`src/rtl/bound_flasher_monitor.sv`:
```
// Bound-flasher monitor: checks an observed 16-LED bus against the flasher's phase sequence.
// Optional kick/cycle statistics outputs are enabled by defining BOUND_FLASHER_MONITOR_STATS_EN.
module bound_flasher_monitor (
  input  logic        clk,
  input  logic        rst,
  input  logic        flick,
  input  logic [15:0] led,
  output logic [4:0]  level,
  output logic [2:0]  phase,
  output logic        peak_vld,
  output logic [4:0]  peak_level,
  output logic        kick,
  output logic        cycle_done,
  output logic        err,
  output logic [1:0]  err_code
`ifdef BOUND_FLASHER_MONITOR_STATS_EN
  ,
  output logic [7:0]  kick_cnt,
  output logic [7:0]  cycle_cnt
`endif
);

  typedef enum logic [2:0] {
    S_IDLE = 3'd0, S_P1 = 3'd1, S_P2 = 3'd2, S_P3 = 3'd3,
    S_P4   = 3'd4, S_P5 = 3'd5, S_P6 = 3'd6, S_ERR = 3'd7
  } state_t;

  state_t      state, nxt;
  logic [4:0]  cnt;
  logic [16:0] therm;
  logic [5:0]  l6, p6;
  logic        enc, step, rise, fall, seq, seen, seen_eff, seen_nxt;
  logic        pk, kk, cd, err_now;
  logic [1:0]  code;

  // level register doubles as the previous-sample level P
  always_comb begin
    cnt = '0;
    for (int i = 0; i < 16; i++) cnt = cnt + 5'(led[i]);
    therm    = (17'd1 << cnt) - 17'd1;
    l6       = {1'b0, cnt};
    p6       = {1'b0, level};
    enc      = ({1'b0, led} != therm);
    step     = (l6 > p6 + 6'd1) || (p6 > l6 + 6'd1);
    rise     = (l6 == p6 + 6'd1);
    fall     = (p6 == l6 + 6'd1);
    seen_eff = seen | flick;
  end

  always_comb begin
    nxt = state;
    seq = 1'b0;
    pk  = 1'b0;
    kk  = 1'b0;
    cd  = 1'b0;
    unique case (state)
      S_IDLE: if (rise) nxt = S_P1;
      S_P1: if (fall) begin
        if (level == 5'd6) begin nxt = S_P2; pk = 1'b1; end
        else seq = 1'b1;
      end
      S_P2: if (rise) begin
        if (level == 5'd0) nxt = S_P3;
        else seq = 1'b1;
      end
      S_P3: if (fall) begin
        if (level == 5'd11) begin nxt = S_P4; pk = 1'b1; end
        else if (level == 5'd6 && seen_eff) begin nxt = S_P2; pk = 1'b1; kk = 1'b1; end
        else seq = 1'b1;
      end
      S_P4: begin
        if (rise) begin
          if (level == 5'd6) nxt = S_P5;
          else seq = 1'b1;
        end else if (fall && cnt < 5'd6) seq = 1'b1;
      end
      S_P5: if (fall) begin
        if (level == 5'd16) begin nxt = S_P6; pk = 1'b1; end
        else if (level == 5'd11 && seen_eff) begin nxt = S_P4; pk = 1'b1; kk = 1'b1; end
        else seq = 1'b1;
      end
      S_P6: begin
        if (rise) seq = 1'b1;
        else if (fall && cnt == 5'd0) begin nxt = S_IDLE; cd = 1'b1; end
      end
      S_ERR: ;
      default: ;
    endcase
    code    = enc ? 2'b01 : (step ? 2'b10 : 2'b11);
    err_now = (state != S_ERR) && (enc || step || seq);
    // an error cycle produces no pulses and freezes in ERR
    if (err_now) begin
      nxt = S_ERR;
      pk  = 1'b0;
      kk  = 1'b0;
      cd  = 1'b0;
    end
    seen_nxt = (nxt != state) ? 1'b0 : seen_eff;
  end

  always_ff @(posedge clk) begin
    if (!rst) state <= S_IDLE;
    else      state <= nxt;
  end

  assign phase = state;

  always_ff @(posedge clk) begin
    if (!rst) begin
      level      <= '0;
      peak_vld   <= 1'b0;
      peak_level <= '0;
      kick       <= 1'b0;
      cycle_done <= 1'b0;
      err        <= 1'b0;
      err_code   <= 2'b00;
      seen       <= 1'b0;
    end else begin
      level      <= cnt;
      peak_vld   <= pk;
      kick       <= kk;
      cycle_done <= cd;
      seen       <= seen_nxt;
      if (pk) peak_level <= level;
      if (err_now) begin
        err      <= 1'b1;
        err_code <= code;
      end
    end
  end

`ifdef BOUND_FLASHER_MONITOR_STATS_EN
  always_ff @(posedge clk) begin
    if (!rst) begin
      kick_cnt  <= '0;
      cycle_cnt <= '0;
    end else begin
      if (kk && kick_cnt != 8'hFF)  kick_cnt  <= kick_cnt + 8'd1;
      if (cd && cycle_cnt != 8'hFF) cycle_cnt <= cycle_cnt + 8'd1;
    end
  end
`endif

endmodule

```
`config.mk`:
```
export PLATFORM = sky130hd
export DESIGN_NAME = bound_flasher_monitor
export DESIGN_NICKNAME = d
export VERILOG_FILES = /design/src/rtl/bound_flasher_monitor.sv
export SDC_FILE = /design/constraint.sdc
export NUM_CORES = 1
export LEC_CHECK = 0
export CAP_MARGIN = 20
export CORE_ASPECT_RATIO = 0.9
export CORE_MARGIN = 1.5
export CORE_UTILIZATION = 50
export CTS_CLUSTER_SIZE = 30
export DETAILED_ROUTE_END_ITERATION = 16
export GPL_TIMING_DRIVEN = 0
export PLACE_DENSITY = 0.72
export SLEW_MARGIN = 20
export SYNTH_ARGS = -nofsm -noshare
export SYNTH_HDL_FRONTEND = slang
export SYNTH_SLANG_ARGS = --single-unit
```
`constraint.sdc`:
```
create_clock -name clk -period 11.7 [get_ports clk]
set_input_delay 1.755 -clock clk [delete_from_list [all_inputs] [get_ports clk]]
set_output_delay 1.755 -clock clk [all_outputs]
set_load 0.05 [all_outputs]
```
==> results.yml <==
run_status:
  status: "finished clean"
clocking:
  clockBufferDepth: 2
  cts-root-buf: "clkbuf_8"
  clock_sinks: 20
  clk_latency_ns: 0.26
  cts_tree: "done"
  clk_pin_slew_ns: 0.08
  cts_buffers: 3
  post_cts_buffers: 0
  cts_max_level: 1
  cts_resized: 0
  cts_hold_buf: 0
layout:
  antenna_cells: 0
  nets: 506
  syn_to_final_growth_pct: 17.91
  drive_above_1_share: 0.04636
sta:
  post-route-min-period_ns: 9.677
  setup-tns-final_ns: 0
  max_slew.worst_pin.slew_ns: 0.9084
  finClkSkew_ns: 0.003224
  slew_violations: 0
  relSlewSlack: 0.3944
  fmaxAchievable_ghz: 0.1033
  rsz0062_at_grt: "false"
  fin_crit_sh: 0.8271
  setup_viol: 0
  final_hold_viol_count: 0
detailed_routing:
  drt_iter0_markers: 355
  dr.pass1.iters: 5
  antenna_left: 0
  wl_um: 9170
  vias: 3267
  via_per_inst: 6.247
  wire_per_inst_um: 17.53
  drcViolationCount: 0
global_routing:
  track_usage: 0.2858
  grt_pass1_vias: 2914
  antenna_found_initial: 0
  grt_pass1_wl_um: 14950
  gr-total-overflow: 0
  grt_max_degree: 13
synth:
  yosys_warnings: 0
  netlist_top_cells_area: "dfxtp_1, ha_1, fa_1"
  syn_inst: 411
  synth_seq_cells: 20
  synthesis.nets: 463
  yosys_most_used_dff: "dfxtp_1"
  synth_edf_count: 0
  yosysTopAreaCell: "dfxtp_1"
  ys_seq_area_frac: 0.1342
  syn_area_mm2: 0.002983
  yosysTopAreaCellShare: 0.1342
  synthDistinctLibCells: 68
  async_flop_share: 0
  synth_area_per_cell_um2: 7.258
critical_path:
  reg2reg_slack_ns: 7.71
  critPathArrivalTime_ns: 9.81
  path_max_fanout: 10
  required_ns: 11.83
  worstSetupStartpointType: "input port"
  setup.worst_path.end_class: "flop"
  criticalPathCategory: "in -> reg"
run:
  cap_violations: 0
die:
  io_pins: 38
  core_mm2: 0.005725
  die-area_mm2: 0.006439
  die_x_um: 84.42
  start_util: 0.5210
  std_cell_rows: 26
  fp.dieH_um: 76.28
worst_hold_path:
  min_path_type: "reg -> reg"
placement:
  dpl.hpwl_um: 7346
  portBuffers: 37
  place_congestion: 0.9602
-- flip-flops by register name, indices dropped and copies added (netlist names) --
signal	count
kick	1
level	5
err_code	2
phase	3
cycle_done	1
peak_vld	1
err	1
seen	1
peak_level	5
-- synthesized netlist by cell type, drive strengths merged (3+ instances only) --
cell / count
o211ai: 6
nand4: 5
nand3b: 4
a31oi: 6
nand2: 36
or3: 4
ha: 23
o21ai: 35
o21a: 4
nand2b: 3
xnor2: 16
xor2: 4
clkbuf: 14
fa: 10
o21bai: 6
a21oi: 24
nand3: 12
nor2: 30
nor3: 16
nor4bb: 3
dfxtp: 20
buf: 6
inv: 38
nor2b: 9
and4: 3
nor4: 3
nand4b: 3
a32o: 3
and3: 10
o22ai: 3
a21o: 5
o311ai: 3
-- per-layer routing --
layer | track usage | vias to the layer above | part of all wire
met4 | 0.04677 | 0 | 0.0072
met2 | 0.4072 | 181 | 0.41
met1 | 0.4579 | 1499 | 0.48
met3 | 0.04009 | 8 | 0.10
li1 | - | 1579 | -
met5 | 0 | - | 0
-- kinds of logic (layout without fill, tap and decap cells) --
group / Yosys count / count (layout) / share of synthesized area
simple gates: 153 / 153 / 0.2785
compound gates: 122 / 122 / 0.2714
buf+inv: 59 / 101 / 0.07676
fa+ha+maj: 33 / 33 / 0.1636
xor+xnor: 20 / 20 / 0.06124
flops: 20 / 20 / 0.1342
mux: 4 / 4 / 0.01426
-- cell usage in the layout (no fill, tap or decap), types with 4 or more instances in the layout --
| master | Yosys | layout |
|---|---|---|
| nand2_1 | 35 | 35 |
| xor2_1 | 4 | 4 |
| nor2b_1 | 9 | 9 |
| nand4_1 | 5 | 5 |
| or3_1 | 4 | 4 |
| o21ai_0 | 35 | 35 |
| nand3b_1 | 4 | 4 |
| dfxtp_1 | 20 | 20 |
| o211ai_1 | 6 | 6 |
| buf_2 | 6 | 6 |
| xnor2_1 | 15 | 15 |
| nand3_1 | 12 | 12 |
| clkdlybuf4s50_1 | 0 | 37 |
| nor2_1 | 30 | 30 |
| a21o_1 | 5 | 5 |
| o21bai_1 | 6 | 6 |
| clkbuf_1 | 14 | 14 |
| o21a_1 | 4 | 4 |
| ha_1 | 23 | 23 |
| fa_1 | 10 | 10 |
| and3_1 | 10 | 10 |
| a21oi_1 | 23 | 23 |
| nor3_1 | 16 | 16 |
| a31oi_1 | 6 | 6 |
| inv_1 | 38 | 38 |
-- final cells by class --
| class | count | area [µm²] |
|---|---|---|
| Multi-Input combinational cell | 332 | 2354 |
| Fill cell | 543 | 2208 |
| Sequential cell | 20 | 400.4 |
| Timing Repair Buffer | 38 | 375.4 |
| Inverter | 39 | 146.4 |
| Tap cell | 70 | 87.58 |
| Buffer | 20 | 82.58 |
| Clock buffer | 3 | 41.29 |
| Clock inverter | 1 | 30.03 |
-- worst paths after layout --
path	from	to	cells past startpoint
worst max-delay path	led[13]	phase[1]	23
worst min-delay path	err	err	2
worst max register to register	level[1]	phase[1]	13
worst min register to register	err	err	2
-- metrics by stage --
step | util | instances | area [µm²] | worst slack, ns | hold WS (ns)
after floorplan | - | 411 | 2983 | 3.632 | 0.6182
after detailed placement | 0.6010 | 518 | 3441 | 1.924 | 0.4577
final | 0.6143 | 523 | 3517 | 2.023 | 0.4728
after CTS | 0.6134 | 522 | 3512 | 2.145 | 0.4764
after global routing | 0.6143 | 523 | 3517 | 1.698 | 0.5042
after global placement | 0.6010 | 518 | 3441 | 2.022 | 0.4499
-- critical path, stage by stage --
cell and delay, ns:
clkdlybuf4s50_1 0.61, inv_1 0.15, fa_1 0.58, fa_1 0.44
fa_1 0.46, fa_1 0.56, inv_1 0.06, ha_1 0.22
fa_1 0.36, buf_2 0.18, xnor2_2 0.46, clkinv_1 0.46
ha_1 0.42, nor2b_1 0.18, o21ba_2 0.21, o211a_1 0.20
or4_1 0.55, a32o_1 0.23, or4b_1 0.57, nor4_4 0.38
nand2_2 0.24, o21ai_0 0.39, a21oi_1 0.14
Power is not shown: default switching activity piles up to over one toggle a cycle in this logic, so the estimate is an artifact.
